[src/rtl/riscv_pkg.sv]
// rtl/riscv_pkg.sv - FSM state and owner codes shared by the unified-memory arbiter
package riscv_pkg;

  typedef logic [1:0] arb_state_t;

  localparam arb_state_t ARB_IDLE = 2'd0;
  localparam arb_state_t ARB_REQ  = 2'd1;
  localparam arb_state_t ARB_RSP  = 2'd2;

  localparam logic OWN_FETCH = 1'b0;
  localparam logic OWN_DATA  = 1'b1;

endpackage

[src/rtl/riscv_mem_arb_starve.sv]
// rtl/riscv_mem_arb_starve.sv - counts consecutive data grants while fetch waits
// Built only when RISCV_ARB_STARVE_GUARD_EN is defined.
module riscv_mem_arb_starve #(
  parameter int STARVE_MAX = 4
) (
  input  logic clk,
  input  logic rst,
  input  logic fetch_req,
  input  logic grant_fetch,
  input  logic grant_data,
  output logic starve
);

  localparam int CW = $clog2(STARVE_MAX + 1);
  localparam logic [CW-1:0] LIMIT = CW'(STARVE_MAX);

  logic [CW-1:0] count;

  always_ff @(posedge clk) begin
    if (rst) begin
      count <= '0;
    end else if (grant_fetch || !fetch_req) begin
      count <= '0;
    end else if (grant_data && count != LIMIT) begin
      count <= count + 1'b1;
    end
  end

  assign starve = (count == LIMIT);

endmodule

[src/rtl/riscv_mem_arbiter.sv]
// rtl/riscv_mem_arbiter.sv - one-outstanding-transaction arbiter for IF/MEM over a shared memory
// Optional fetch starvation guard: RISCV_ARB_STARVE_GUARD_EN.
import riscv_pkg::*;

module riscv_mem_arbiter #(
  parameter int AW         = 32,
  parameter int DW         = 32,
  parameter int STARVE_MAX = 4
) (
  input  logic            iclk,
  input  logic            irst,
  input  logic            ifetch_req,
  input  logic [AW-1:0]   ifetch_addr,
  output logic [DW-1:0]   ofetch_rdata,
  output logic            ofetch_valid,
  output logic            ostall_f,
  input  logic            idata_req,
  input  logic            idata_we,
  input  logic [AW-1:0]   idata_addr,
  input  logic [DW-1:0]   idata_wdata,
  input  logic [DW/8-1:0] idata_be,
  output logic [DW-1:0]   odata_rdata,
  output logic            odata_done,
  output logic            ostall_m,
  output logic            omem_req,
  output logic            omem_we,
  output logic [AW-1:0]   omem_addr,
  output logic [DW-1:0]   omem_wdata,
  output logic [DW/8-1:0] omem_be,
  input  logic            imem_ack,
  input  logic            imem_rvalid,
  input  logic [DW-1:0]   imem_rdata
);

  arb_state_t        state;
  logic              owner;
  logic              we;
  logic [AW-1:0]     addr;
  logic [DW-1:0]     wdata;
  logic [DW/8-1:0]   be;
  logic              starve;
  logic              grant_fetch;
  logic              grant_data;

  // Data is the older instruction, so it wins unless the guard forces a fetch.
  always_comb begin
    grant_fetch = 1'b0;
    grant_data  = 1'b0;
    if (state == ARB_IDLE) begin
      if (ifetch_req && (!idata_req || starve)) begin
        grant_fetch = 1'b1;
      end else if (idata_req) begin
        grant_data = 1'b1;
      end
    end
  end

`ifdef RISCV_ARB_STARVE_GUARD_EN
  riscv_mem_arb_starve #(
    .STARVE_MAX (STARVE_MAX)
  ) u_starve (
    .clk         (iclk),
    .rst         (irst),
    .fetch_req   (ifetch_req),
    .grant_fetch (grant_fetch),
    .grant_data  (grant_data),
    .starve      (starve)
  );
`else
  // Never true: strict data priority.
  assign starve = (STARVE_MAX < 0);
`endif

  always_ff @(posedge iclk) begin
    if (irst) begin
      state        <= ARB_IDLE;
      owner        <= OWN_FETCH;
      we           <= 1'b0;
      addr         <= '0;
      wdata        <= '0;
      be           <= '0;
      ofetch_valid <= 1'b0;
      odata_done   <= 1'b0;
      ofetch_rdata <= '0;
      odata_rdata  <= '0;
    end else begin
      ofetch_valid <= 1'b0;
      odata_done   <= 1'b0;
      case (state)
        ARB_IDLE: begin
          if (grant_data) begin
            owner <= OWN_DATA;
            addr  <= idata_addr;
            we    <= idata_we;
            wdata <= idata_wdata;
            be    <= idata_we ? idata_be : '1;
            state <= ARB_REQ;
          end else if (grant_fetch) begin
            owner <= OWN_FETCH;
            addr  <= ifetch_addr;
            we    <= 1'b0;
            wdata <= '0;
            be    <= '1;
            state <= ARB_REQ;
          end
        end
        ARB_REQ: begin
          if (imem_ack) begin
            if (we) begin
              odata_done <= 1'b1;
              state      <= ARB_IDLE;
            end else begin
              state <= ARB_RSP;
            end
          end
        end
        ARB_RSP: begin
          if (imem_rvalid) begin
            if (owner == OWN_DATA) begin
              odata_rdata <= imem_rdata;
              odata_done  <= 1'b1;
            end else begin
              ofetch_rdata <= imem_rdata;
              ofetch_valid <= 1'b1;
            end
            state <= ARB_IDLE;
          end
        end
        default: state <= ARB_IDLE;
      endcase
    end
  end

  assign omem_req   = (state == ARB_REQ);
  assign omem_we    = omem_req & we;
  assign omem_addr  = addr;
  assign omem_wdata = wdata;
  assign omem_be    = be;

  assign ostall_f = ifetch_req & ~ofetch_valid;
  assign ostall_m = idata_req & ~odata_done;

endmodule
[config.mk]
export PLATFORM = sky130hd
export DESIGN_NAME = riscv_mem_arbiter
export DESIGN_NICKNAME = d
export VERILOG_FILES = /design/src/rtl/riscv_pkg.sv /design/src/rtl/riscv_mem_arb_starve.sv /design/src/rtl/riscv_mem_arbiter.sv
export SDC_FILE = /design/constraint.sdc
export NUM_CORES = 1
export LEC_CHECK = 0
export ABC_AREA = 1
export ABC_CLOCK_PERIOD_IN_PS = 4700
export CORE_ASPECT_RATIO = 0.75
export CORE_UTILIZATION = 43
export DETAILED_ROUTE_END_ITERATION = 8
export PLACE_DENSITY = 0.86
export SYNTH_ARGS = -nofsm -noshare
export SYNTH_HDL_FRONTEND = slang
export SYNTH_SLANG_ARGS = --single-unit
export TNS_END_PERCENT = 5
[constraint.sdc]
create_clock -name iclk -period 4.7 [get_ports iclk]
set_input_delay 1.41 -clock iclk [delete_from_list [all_inputs] [get_ports iclk]]
set_output_delay 1.41 -clock iclk [all_outputs]
set_load 0.02 [all_outputs]
==> metrics.cfg <==
[layout]
mostFrequentLayoutCell = clkdlybuf4s50_1
drive_gt1_frac = 0.0471
mostFrequentLayoutCells = clkdlybuf4s50_1, nand2_1, nor2_1
syn_to_final_growth_pct = 61.6
num_antenna_cells = 0
fillCellCount = 920
nets = 1127

[global_routing]
first_global_vias = 5680
antenna_found_initial = 0
grt_pass1_wl_um = 28100
grt_use_total = 0.273
overflow = 0
grt_max_degree = 71

[logic_synthesis]
syn-num-nets = 880
ys_warn_count = 0
ys_seq_area_frac = 0.513
syn_avg_cell_area_um2 = 7.30
synthCells = 737
netlist_area_mm2 = 0.00538
ys_types = 17
synth-seq-cells = 138

[floorplanning]
die_w_um = 131
die_y_um = 98.9
rows = 34
io_pins = 277
dieArea_mm2 = 0.0130
start_util = 0.453
core_area_mm2 = 0.0119

[critical_path]
worst-path-max-fanout = 3
cp_num_buf_inv = 3
start_kind = primary input
critPathKind = in2out
worstPathCellList = clkdlybuf4s50_1, inv_2, nor2_1, clkdlybuf4s50_1
arrival_ps = 2760
cp_slowest_stage_delay_ps = 630
worstReg2RegStart = state[0]
cp-end-kind = output port
slowest_stage = clkdlybuf4s50_1
crit_family = buffers and inverters
worstReg2RegEnd = state[0]
r2r_cells = 8
cpMostUsedCell = clkdlybuf4s50_1
r2r_setup_slack_ps = 2160
crit_required_ps = 3290

[cts]
clk_pin_slew_ps = 60
tritoncts = yes
post-cts-setup-buffers = 0
cts_root_buf = clkbuf_16
h-tree-depth = 4
cts_num_sinks = 138
clock_latency_ps = 420
cts_repair_resize_count = 0
numCtsBuffers = 17
clockBufferDepth = 2
postCtsHoldBufs = 0

[timing]
clock_skew_ps = 12.1
slew_violations = 0
maxSlewHeadroom = 0.216
setup_viol = 0
finalCritPeriodShare = 0.888
fmaxAchievable_mhz = 240
period_minus_slack_ps = 4170
worstMarginPinSlew_ps = 1170
tns_ps = 0
hold_violations = 0
rsz0062_at_grt = no

[min_path]
min_path_cells = 2
hp-start = odata_rdata[27]
min_path_type = reg2reg
min_to = odata_rdata[27]

[power_and_ir_drop]
powerDensity_mw_per_mm2 = 562
peakVddDrop_mv = 0.355
leakage_nw = 3.46
total_power_w = 0.00489

[run_status]
status = complete, no violations

[routing]
drc = 0
routed_wl_um = 17800
routedWlPerCell_um = 15.4
drt_iter0_markers = 241
first_pass_iters = 4
avgViaCountPerCell = 4.98
ant_nets = 0
vias = 5775

[placement]
place_congestion = 0.797
hpwl_um = 11700
numPortBuffers = 276

[job]
maxCapViolations = 0

[worst max-delay path by stage]
stage / startpoint / cells after the start / to / slack, ps
floorplan: idata_req / 3 / ostall_m / 1430
global placement: idata_req / 4 / ostall_m / 580
detailed placement: idata_req / 4 / ostall_m / 550
CTS: idata_req / 4 / ostall_m / 550
global route: idata_req / 4 / ostall_m / 500
finish: idata_req / 4 / ostall_m / 530
[sequential cells by signal (all words and copies together), names as in the netlist]
signal / count
odata_rdata: 32
odata_done: 1
we: 1
ofetch_valid: 1
ofetch_rdata: 32
state: 2
owner: 1
omem_be: 4
omem_addr: 32
omem_wdata: 32
[worst reg2reg max path, stage by stage (launching register included)]
cell,delay [ps]
dfxtp_1,330
inv_1,110
ha_1,160
buf_4,350
nand2_1,810
nand3_1,420
nand2_1,90
nand2_1,60
a21oi_1,50
[power breakdown]
group	leakage [nW]	total (W)	switching, W	internal [W]
Combinational	2.07	0.00203	0.00122	0.000807
Clock	0.262	0.00128	0.000524	0.000760
Sequential	1.13	0.00157	0.000130	0.00144
[kinds of logic after synthesis]
kind of cell,Yosys count,synth area share
flip-flops,138,0.513
AND/OR/NAND/NOR,388,0.289
AO/OA/AOI/OAI,137,0.127
buffers and inverters,70,0.0611
adder cells (fa/ha/maj),4,0.00930
[through the flow]
stage               area, um2  utilization  cells  hold slack, ps  setup WS, ps
floorplan                5380            -    737             452          1430
global placement         8130        0.685   1127             447           577
detailed placement       8130        0.685   1127             453           548
CTS                      8700        0.733   1159             460           549
global route             8700        0.733   1159             477           498
finish                   8700        0.733   1159             460           526
[layer usage]
layer	up-vias	GRT usage	wire, um
li1	2875	-	-
met1	2651	0.306	7450
met2	213	0.461	8270
met3	36	0.100	1630
met4	0	0.131	478
met5	-	0	0
[synthesized netlist by cell type]
cell type / number / area [um2]
dfxtp_1: 138 / 2760
nand3_1: 66 / 330
buf_6: 2 / 22.5
nand3_2: 2 / 20.0
a21oi_1: 69 / 345
buf_1: 4 / 15.0
clkbuf_1: 23 / 86.3
nand2_1: 179 / 672
inv_2: 3 / 11.3
buf_4: 7 / 52.6
ha_1: 4 / 50.1
nor2_2: 1 / 6.26
o21ai_1: 5 / 25.0
nor2_1: 140 / 526
o21ai_0: 63 / 315
buf_2: 20 / 100
inv_1: 11 / 41.3
[layout make-up]
cell class                 instances  area, um2  share of cell area
sequential                       138       2760               0.318
clock buffer                      20        457              0.0525
multi-input combinational        529       2290               0.263
tap                              162        203              0.0233
timing repair buffer             284       2820               0.324
inverter                          14       52.6             0.00604
clock inverter                    12        115              0.0132
No activity file was read; power rests on OpenSTA's default activity.
